`config.mk`:
```
export PLATFORM = sky130hd
export DESIGN_NAME = sr_flag_arbiter
export DESIGN_NICKNAME = d
export VERILOG_FILES = /design/src/rtl/sr_ctrl_pkg.sv /design/src/rtl/rr_arbiter.sv /design/src/rtl/sr_flag_arbiter.sv
export SDC_FILE = /design/constraint.sdc
export NUM_CORES = 1
export LEC_CHECK = 0
export ABC_AREA = 1
export CORE_MARGIN = 8
export CORE_UTILIZATION = 48
export DETAILED_ROUTE_END_ITERATION = 7
export HOLD_SLACK_MARGIN = 0.1
export PLACE_DENSITY = 0.81
export SLEW_MARGIN = 10
export SYNTH_ARGS = -nofsm -noshare
export SYNTH_HDL_FRONTEND = slang
export SYNTH_HIERARCHICAL = 1
export SYNTH_SLANG_ARGS = --single-unit
```
`constraint.sdc`:
```
create_clock -name clk -period 3.2 [get_ports clk]
set_input_delay 0.64 -clock clk [delete_from_list [all_inputs] [get_ports clk]]
set_output_delay 0.64 -clock clk [all_outputs]
set_load 0.01 [all_outputs]
```
`src/rtl/sr_ctrl_pkg.sv`:
```
// rtl/sr_ctrl_pkg.sv - shared state encoding and operation codes for the SR flag arbiter
package sr_ctrl_pkg;

    localparam logic [1:0] S_IDLE  = 2'd0;
    localparam logic [1:0] S_DRIVE = 2'd1;
    localparam logic [1:0] S_CHECK = 2'd2;

    typedef enum logic [1:0] {
        IDLE  = S_IDLE,
        DRIVE = S_DRIVE,
        CHECK = S_CHECK
    } state_t;

    localparam logic OP_SET = 1'b1;
    localparam logic OP_CLR = 1'b0;

endpackage

```
`src/rtl/rr_arbiter.sv`:
```
// rtl/rr_arbiter.sv - combinational round-robin arbiter searching upward from ptr
module rr_arbiter #(
    parameter int N = 4,
    localparam int IW = (N > 1) ? $clog2(N) : 1
) (
    input  logic [N-1:0]  req,
    input  logic [IW-1:0] ptr,
    output logic [N-1:0]  gnt,
    output logic [IW-1:0] id,
    output logic          any
);

    int j;

    always_comb begin
        gnt = '0;
        id  = '0;
        any = 1'b0;
        j   = 0;
        for (int k = 0; k < N; k++) begin
            // ptr is always < N, so one wrap subtraction is enough
            j = int'(ptr) + k;
            if (j >= N) j = j - N;
            if (!any && req[j]) begin
                any    = 1'b1;
                gnt[j] = 1'b1;
                id     = IW'(j);
            end
        end
    end

endmodule

```
`src/rtl/sr_flag_arbiter.sv`:
```
// rtl/sr_flag_arbiter.sv - round-robin shared access to an SR flag bank with read-back check
module sr_flag_arbiter
    import sr_ctrl_pkg::*;
#(
    parameter int NREQ  = 4,
    parameter int NFLAG = 8,
    localparam int FLAG_W = $clog2(NFLAG),
    localparam int PTR_W  = $clog2(NREQ)
) (
    input  logic                   clk,
    input  logic                   rst_n,
    input  logic [NREQ-1:0]        req,
    input  logic [NREQ-1:0]        op,
    input  logic [NREQ*FLAG_W-1:0] idx,
    output logic [NREQ-1:0]        gnt,
    output logic [NREQ-1:0]        done,
    output logic                   err,
    output logic [NFLAG-1:0]       s_out,
    output logic [NFLAG-1:0]       r_out,
    input  logic [NFLAG-1:0]       q_in,
    output logic                   busy
);

    state_t             state;
    logic [PTR_W-1:0]   ptr;
    logic [PTR_W-1:0]   win_id;
    logic               op_l;
    logic [FLAG_W-1:0]  idx_l;
    logic               range_l;

    logic [NREQ-1:0]    arb_gnt;
    logic [PTR_W-1:0]   arb_id;
    logic               arb_any;

    logic [FLAG_W-1:0]  win_idx;
    logic               win_op;
    logic               win_in_range;
    logic [NFLAG-1:0]   win_sel;
    logic [NFLAG-1:0]   q_sh;
    logic               q_bit;

    rr_arbiter #(.N(NREQ)) u_arb (
        .req (req),
        .ptr (ptr),
        .gnt (arb_gnt),
        .id  (arb_id),
        .any (arb_any)
    );

    always_comb begin
        win_idx      = idx[arb_id*FLAG_W +: FLAG_W];
        win_op       = op[arb_id];
        win_in_range = (int'(win_idx) < NFLAG);
        // out-of-range indices still get granted but drive no flag
        win_sel      = win_in_range ? (NFLAG'(1'b1) << win_idx) : '0;
        q_sh         = q_in >> idx_l;
        q_bit        = q_sh[0];
    end

    always_ff @(posedge clk or negedge rst_n) begin
        if (!rst_n) begin
            state   <= IDLE;
            ptr     <= '0;
            win_id  <= '0;
            op_l    <= OP_CLR;
            idx_l   <= '0;
            range_l <= 1'b0;
            gnt     <= '0;
            done    <= '0;
            err     <= 1'b0;
            s_out   <= '0;
            r_out   <= '0;
            busy    <= 1'b0;
        end else begin
            gnt   <= '0;
            done  <= '0;
            err   <= 1'b0;
            s_out <= '0;
            r_out <= '0;
            case (state)
                IDLE: begin
                    if (arb_any) begin
                        state   <= DRIVE;
                        busy    <= 1'b1;
                        win_id  <= arb_id;
                        op_l    <= win_op;
                        idx_l   <= win_idx;
                        range_l <= win_in_range;
                        gnt     <= arb_gnt;
                        if (win_op == OP_SET) s_out <= win_sel;
                        else                  r_out <= win_sel;
                        ptr <= (arb_id == PTR_W'(NREQ - 1)) ? '0 : arb_id + 1'b1;
                    end
                end
                DRIVE: begin
                    state <= CHECK;
                end
                CHECK: begin
                    state        <= IDLE;
                    busy         <= 1'b0;
                    done[win_id] <= 1'b1;
                    err          <= !range_l || (q_bit != op_l);
                end
                default: begin
                    state <= IDLE;
                    busy  <= 1'b0;
                end
            endcase
        end
    end

endmodule

```
# Yosys cells after proc, flatten, opt, wreduce, memory -nomap -nowiden
# Cells that the tools add are included.
# op_classes
bitwise_logic	4
reduce_logical	16
n_mux	55
add_sub_neg	8
mul	1
shift	3
n_lt_le_gt_ge	15
n_eq_ne	5
# op_table
operator	count
$ge 32x1->1 const B	4
$lt 32x4->1 const B	4
$mux 32	4
$ge 32x4->1 const B	3
$sub 32x4->32 const B	3
$mux 8	6
$mux 4	7
$mux 1	20
$mux 2	6
$or 4x4->4	3
$shiftx 12x5->3	1
$bmux 1 s2	5
$demux 1 s2	5
$logic_and 1x1->1	8
$shl 1x3->8 const A	1
$shr 8x3->1	1
$add 2x2->3 const B	2
$lt 2x3->1 const B	2
$eq 2x2->1 const B	2
$logic_not 1->1	4
$mul 2x2->4 const B	1
$pmux 2 s2	1
$reduce_and 2->1	2
$sub 2x3->4 const B	1
other kinds (11)	11
# totals
word_cells	119
out_inout_bits	26
inputBits	30
reg_bits	37

# Longest topological paths before layout
# depth
depth_word	21
ltp_mapped	18
mapped_depth_nobuf	16

# Hierarchy
# Netlist, hierarchy kept.
# modules_own_cells
module	n_inst	seq_area_each_um2	area_each_um2	cells_each
sr_flag_arbiter	1	925.9	1579.0	174
rr_arbiter	1	0.0	460.4	77

# Worst setup path before layout
# Ideal clock, no wire load.
# synth_timing
kind	register -> register
startpoint	reg ptr[0]
endpoint	reg s_out[0]
period_less_slack_ns	2.404
required_time_ns	3.127
path_buffers	1
setup_slack_ns	0.796
setup_ns	0.073
arrival_ns	2.332
path_stages_with_launch	18
path_cell_list	dfrtp_1 inv_2 ha_1 inv_1 nand3_1 nand2_1 nor2_1 a21oi_1 nand3_1 buf_6 inv_6 nand2_2 nand3_2 nand2_4 nand2_2 inv_2 nand2_2 nor2_1
# synth_via
elab_chain_len	21
elab_cells_between_ends	49
cone_classes	7 x add/sub; 1 x mul; 4 x order compare; 2 x shift; 29 x mux; 6 x reduce/logical
# synth_rtl
element	line	source
start: declaration	sr_flag_arbiter.sv:25	logic [PTR_W-1:0] ptr;
start signal: assignment	sr_flag_arbiter.sv:92	ptr <= (arb_id == PTR_W'(NREQ - 1)) ? '0 : arb_id + 1'b1;
parallel branches: the longest is 14 deep, another holds $sub 32x4->32	-	
$mux 2 *	rr_arbiter.sv:24	if (!any && req[j]) begin
net arb_id[0]	sr_flag_arbiter.sv:32	logic [PTR_W-1:0] arb_id;
$mul 2x2->4	sr_flag_arbiter.sv:51	win_idx = idx[arb_id*FLAG_W +: FLAG_W];
$shiftx 12x5->3	sr_flag_arbiter.sv:51	
$shl 1x3->8	sr_flag_arbiter.sv:55	win_sel = win_in_range ? (NFLAG'(1'b1) << win_idx) : '0;
$mux 8 *	sr_flag_arbiter.sv:90	if (win_op == OP_SET) s_out <= win_sel;
$mux 8 *	sr_flag_arbiter.sv:82	if (arb_any) begin
$mux 8 *	sr_flag_arbiter.sv:80	case (state)
end signal: assignment	sr_flag_arbiter.sv:90	
end: declaration	sr_flag_arbiter.sv:18	output logic [NFLAG-1:0] s_out,
# Mark *: on every way through the listed nets, which the timed path passes. The select of a mux whose other input is x is not followed.
# A chain may end at the register's enable or synchronous reset.

# Worst setup path in the final report
# layout_timing
startpoint	in req[1]
endpoint	reg r_out[5]
# layout_via
elab_chain_len	19
elab_cells_between_ends	34
cone_classes	1 x mul; 2 x shift; 25 x mux; 6 x reduce/logical
# layout_rtl
element	line	source
start: declaration	sr_flag_arbiter.sv:12	input logic [NREQ-1:0] req,
$bmux 1 s2	rr_arbiter.sv:24	
$mux 1 (not written as such) (2 in a row)	rr_arbiter.sv:24	
$mux 1	rr_arbiter.sv:24	
$logic_not 1->1	rr_arbiter.sv:24	
$logic_and 1x1->1	rr_arbiter.sv:24	
$mux 1	rr_arbiter.sv:24	
$logic_not 1->1	rr_arbiter.sv:24	
$logic_and 1x1->1	rr_arbiter.sv:24	
[3 not listed]	-	
$mux 2 *	rr_arbiter.sv:24	
net arb_id[0]	sr_flag_arbiter.sv:32	
$mul 2x2->4	sr_flag_arbiter.sv:51	
$shiftx 12x5->3	sr_flag_arbiter.sv:51	
$shl 1x3->8	sr_flag_arbiter.sv:55	
$mux 8 *	sr_flag_arbiter.sv:90	
$mux 8 *	sr_flag_arbiter.sv:82	
$mux 8 *	sr_flag_arbiter.sv:80	
end signal: assignment	sr_flag_arbiter.sv:91	else r_out <= win_sel;
end: declaration	sr_flag_arbiter.sv:19	output logic [NFLAG-1:0] r_out,
# The timed path passes the listed nets; every way through them passes the cells marked *. The select of a mux whose other input is x is not followed.

==> results.ini <==
[timing]
fin_skew_ns = 0.00910
tightestPinTransition_ns = 0.469
slew_viol_final = 0
layout_min_cycle_time_ns = 2.74
period_share_pct = 85.5
fmax_ghz = 0.365
fin_tns_setup_ns = 0
finalHoldViolations = 0
slew_headroom_pct = 68.7
setup_viol = 0
hold_ws_ns = 0.479
rsz0062_at_grt = no

[synth]
syn_nets = 290
yosysSeqAreaShare_pct = 45.4
synth_cell_types = 23
syn-cell-area_um2 = 2040
syn_inst = 251
synth.avg_cell_area_um2 = 8.13
ys_ff_latch = 37
synth_warnings = 6

[die]
die_h_um = 81.2
rows = 23
die_area_um2 = 6590
core-area_um2 = 4060
io_pins = 56
start_util_pct = 50.3
die_w_um = 81.2

[critical_path]
path_delay_family = simple AND/OR/NAND/NOR gates
reg2reg_from = ptr[1]
crit_type = input pin to flop
end_kind = flop
r2r_cells = 14
max_stage_delay_ns = 0.43
worst_ep_arrival_time_ns = 2.90
reg2reg_slack_ns = 0.56
worst-path-stages = 15
cpMostUsedCell = nand2_1
worst-path-buf-inv = 4
cp-start-kind = input pin
required_ns = 3.36
critical_path.endpoint = r_out[5]
slowest_stage = clkdlybuf4s50_1
crit_fanout = 11
r2r_end = r_out[5]
crit_chain = clkdlybuf4s50_1 -> inv_1 -> nand2_1 -> nand2_1 -> nand2_1 -> nand2_1 -> inv_1 -> nand3_1 -> nand3_1 -> inv_6 -> nand2_1 -> nand3_1 -> nand2_1 -> nand2_1 -> nor2_1
crit_start = req[1]

[cells_and_area]
area.growth.synth_to_final_pct = 36.6
final_layout_size_suffix_gt1_share_pct = 15.5
mostFrequentLayoutCells = nand2_1, clkdlybuf4s50_1, dfrtp_1, inv_1, nand3_1
final_common_cell = nand2_1
nets = 355
n_antenna_cell = 0

[place]
gp_congestion = 0.875
dpl.hpwl_mm = 3.67
port_buffers = 55

[clock_network]
cts_hold_buf = 0
cts_sinks = 37
cts_root_buf = clkbuf_8
cts_tree = built
cts_setup_buffers = 0
clk-insertion-delay-late_ns = 0.28
clkTransAtPathRegs_ns = 0.07
htreeDepth = 2
cts_resized = 0
cts_buffers = 5
clockBufferDepth = 2

[routing]
ant_nets = 0
num_vias = 1797
drtIter0Drc = 67
routed_via_density = 4.90
firstDrtPassIters = 4
wire_per_inst_um = 12.6
drc_errors = 0
routed_wl_mm = 4.63

[hold_path]
worstHoldPathCells = 1
hold_path.class = flop to flop

[global_route]
grt_pass1_wl_mm = 7.89
track_usage_pct = 15.0
grt_max_degree = 38
grt-ovfl-total = 0
antenna_found_initial = 0
grt_pass1_vias = 1722

[outcome]
status = finished, final reports clean

[power]
p_leak_uw = 0.00138
powerDensity_nw_per_um2 = 1210
vdd_ir_drop_max_v = 0.000842

[job]
maxCapViolCount = 0

logic make-up (layout without fill, tap and decap cells):
logic type | count (synthesis) | in the layout | synth area share (%)
AO/OA/AOI/OAI | 21 | 21 | 6.13
buffers and inverters | 39 | 105 | 8.22
AND/OR/NAND/NOR | 145 | 145 | 34.7
adder cells (fa/ha/maj) | 9 | 9 | 5.52
flip-flops | 37 | 37 | 45.4
per-stage QoR:
step	area (um2)	std cells	setup WS, ns	power, uW	utilization (%)
after global routing	2790	367	0.124	3700	68.7
after global placement	2670	359	0.258	2930	65.8
after CTS	2790	367	0.487	3390	68.7
after floorplan	2040	251	0.796	2370	-
final	2790	367	0.464	3380	68.7
after detailed placement	2670	359	0.201	2970	65.8
Yosys cell counts:
master    number  area share (%)
nand2_1       58              11
dfrtp_1       37              45
inv_1         29             5.3
nand3_1       26             6.4
nor2_1        23             4.2
nand2_2       15             4.6
ha_1           9             5.5
a21oi_1        7             1.7
nand3_2        7             3.4
nand4_1        7             2.1
o21ai_0        7             1.7
inv_2          6             1.1
a21boi_0       4             1.5
nor3_1         4            0.98
a21oi_2        2            0.86
buf_6          2             1.1
nand2_4        2             1.1
buf_2          1            0.25
inv_6          1            0.43
nor2_2         1            0.31
nor2_4         1            0.55
o31ai_1        1            0.37
or2_2          1            0.31
sequential cells by signal, indices dropped and copies added, names as in the netlist:
name / count
range_l: 1
s_out: 8
err: 1
gnt: 4
op_l: 1
done: 4
win_id: 2
ptr: 2
busy: 1
state: 2
r_out: 8
idx_l: 3
area by class of cell:
cell class,instances,area (um2)
sequential,37,926
timing repair buffer,61,596
multi-input combinational,175,946
tap,50,62.6
fill,347,1270
inverter,36,140
clock inverter,1,30.0
clock buffer,7,86.3
how the worst min path moves through the flow:
| stage | startpoint | endpoint | slack, ns |
|---|---|---|---|
| 2_1_floorplan | rst_n | busy | 0.34 |
| 3_3_place_gp | range_l | range_l | 0.46 |
| 3_5_place_dp | state[1] | state[1] | 0.46 |
| 4_1_cts | state[1] | state[1] | 0.48 |
| 5_1_grt | state[1] | state[1] | 0.52 |
| 6_report | state[1] | state[1] | 0.48 |
report_power, final:
| part | total [uW] | switching [uW] | leakage (uW) | internal, uW |
|---|---|---|---|---|
| clock network | 408 | 154 | 0.0000585 | 254 |
| registers | 737 | 85.6 | 0.000488 | 651 |
| logic | 2230 | 1420 | 0.000839 | 808 |
layer usage:
layer | global-route usage, % | vias to the layer above | wire length [um]
met5 | 0 | - | 0
met4 | 5.18 | 0 | 57
met3 | 3.53 | 4 | 290
met2 | 24.3 | 52 | 2250
met1 | 19.1 | 815 | 2030
li1 | - | 926 | -
Note: power is estimated with default switching activity, not from simulation.
==> patch: new RTL, same flow settings <==
Change the parameter `NFLAG` from 8 to 16.
--- a/src/rtl/sr_flag_arbiter.sv
+++ b/src/rtl/sr_flag_arbiter.sv
@@ -3,7 +3,7 @@
     import sr_ctrl_pkg::*;
 #(
     parameter int NREQ  = 4,
-    parameter int NFLAG = 8,
+    parameter int NFLAG = 16,
     localparam int FLAG_W = $clog2(NFLAG),
     localparam int PTR_W  = $clog2(NREQ)
 ) (
Ports: changed (resized idx, q_in, r_out and s_out); port bits go from 56 to 84. No check against the original RTL was run, so the function may have changed too.
==> patch against the original RTL <==
Global-route usage grew 2.3 points; synthesized area rose by 35%; worst setup slack got worse by 0.10 ns; non-clock buffer count rose by 35; design area rose by 37%; first-iteration DRC count up 88%; count of clock-buffer cells in the layout decreased by 2; wire length is 51% higher; sequential share of layout area up 2.1 points; power grew 35%; sequential cell count up 17; highest routed layer unchanged.
==> patch: results (changes against the original RTL) <==
[metrics] outcome: finished, final reports clean (unchanged)
[metrics] number of distinct library cells after synthesis: 27 (was 23)
[metrics] nets@finish: 479 (was 355)
[metrics] average wire per cell in the routed design: 13.96 µm (was 12.60 µm)
[metrics] clock network power: 471 µW (was 408 µW)
[metrics] First DRT Iteration DRCs: 126 (was 67)
[metrics] non-clock buffer area fraction after layout: 0.2415 (was 0.2137)
[metrics] combinational logic power: 3080 µW (was 2230 µW)
[metrics] cells after synthesis: 334 (was 251)
[metrics] sequential portion of the cell area: 0.3534 (was 0.3323)
[metrics] cell leakage power: 0.001865 µW (was 0.001385 µW)
[metrics] leading registers by flop count: r_out x16, s_out x16 (was r_out x8, s_out x8)
[metrics] area fraction of clock buffers and clock inverters: 0.03076 (was 0.04176)
[metrics] CTS clk-pin slew, worst paths: 0.10 ns (was 0.07 ns)
[metrics] final weighted congestion in routability-driven placement: 0.9248 (was 0.8750)
[metrics] global-route met1 utilization: 0.1991 (was 0.1915)
[metrics] area of combinational cells with multiple inputs: 1181 µm² (was 945.9 µm²)
[metrics] end point of the critical path: r_out[8]$_DFF_PN0_ (was r_out[5]$_DFF_PN0_)
[metrics] number of inserted filler cells in the final layout: 448 (was 347)
[metrics] path type of the worst min-delay path: in2async (was reg2reg)
[metrics] Arrival @ worst endpoint: 3.08 ns (was 2.90 ns)
[metrics] logic depth of the worst register-to-register path: 15 (was 14)
[metrics] internal power: 2244 µW (was 1713 µW)
[metrics] ratio of total power to cell area: 1190 nW/µm² (was 1212 nW/µm²)
[metrics] layout multi-input combinational cell count: 229 (was 175)
[metrics] Slew headroom: 0.6700 (was 0.6866)
[metrics] register area share after synthesis: 0.4909 (was 0.4540)
[metrics] post-placement cell area: 3706 µm² (was 2670 µm²)
[metrics] total met3 wirelength after detailed routing: 499 µm (was 290 µm)
[metrics] ranking of synthesized cells by area: sky130_fd_sc_hd__dfrtp_1 (49%), sky130_fd_sc_hd__nand2_1 (11%), sky130_fd_sc_hd__nand3_1 (7.1%), sky130_fd_sc_hd__inv_1 (5.2%), sky130_fd_sc_hd__nor2_1 (5.2%) (was sky130_fd_sc_hd__dfrtp_1 (45%), sky130_fd_sc_hd__nand2_1 (11%), sky130_fd_sc_hd__nand3_1 (6.4%), sky130_fd_sc_hd__ha_1 (5.5%), sky130_fd_sc_hd__inv_1 (5.3%))
[metrics] area enclosed by the die boundary: 8413 µm² (was 6591 µm²)
[metrics] Vias per Instance: 4.966 (was 4.896)
[metrics] met2 wire len: 3483 µm (was 2249 µm)
[metrics] final setup slack of the worst path: 0.3614 ns (was 0.4637 ns)
[metrics] placed instance count: 493 (was 359)
[metrics] global routing usage on met3: 0.04564 (was 0.03532)
-- patch: cell types whose count changed after synthesis, sizes merged, moves of 3 or more --
cell,before,now
nor2,25,46
dfrtp,37,54
nand2,75,92
nand3,33,44
inv,36,42
buf,3,7
nor3,4,7
o21ai,7,10
-- patch: kinds of logic after synthesis --
group           count (synthesis)  share of synthesized area
compound gates                 23                    0.05227
fa+ha+maj                       9                    0.04091
buf+inv                        51                    0.08000
flops                          54                     0.4909
simple gates                  197                     0.3359
-- patch: worst min path at each step --
stage | startpoint | end | slack [ns] | cells after the start
after global placement | range_l$_DFFE_PN0P_ | range_l$_DFFE_PN0P_ | 0.46 | 1
after floorplan | rst_n | busy$_DFFE_PN0P_ | 0.34 | 0
final | rst_n | gnt[2]$_DFF_PN0_ | 0.27 | 1
after CTS | rst_n | gnt[2]$_DFF_PN0_ | 0.29 | 1
after global routing | rst_n | r_out[2]$_DFF_PN0_ | 0.30 | 1
after detailed placement | range_l$_DFFE_PN0P_ | range_l$_DFFE_PN0P_ | 0.47 | 1
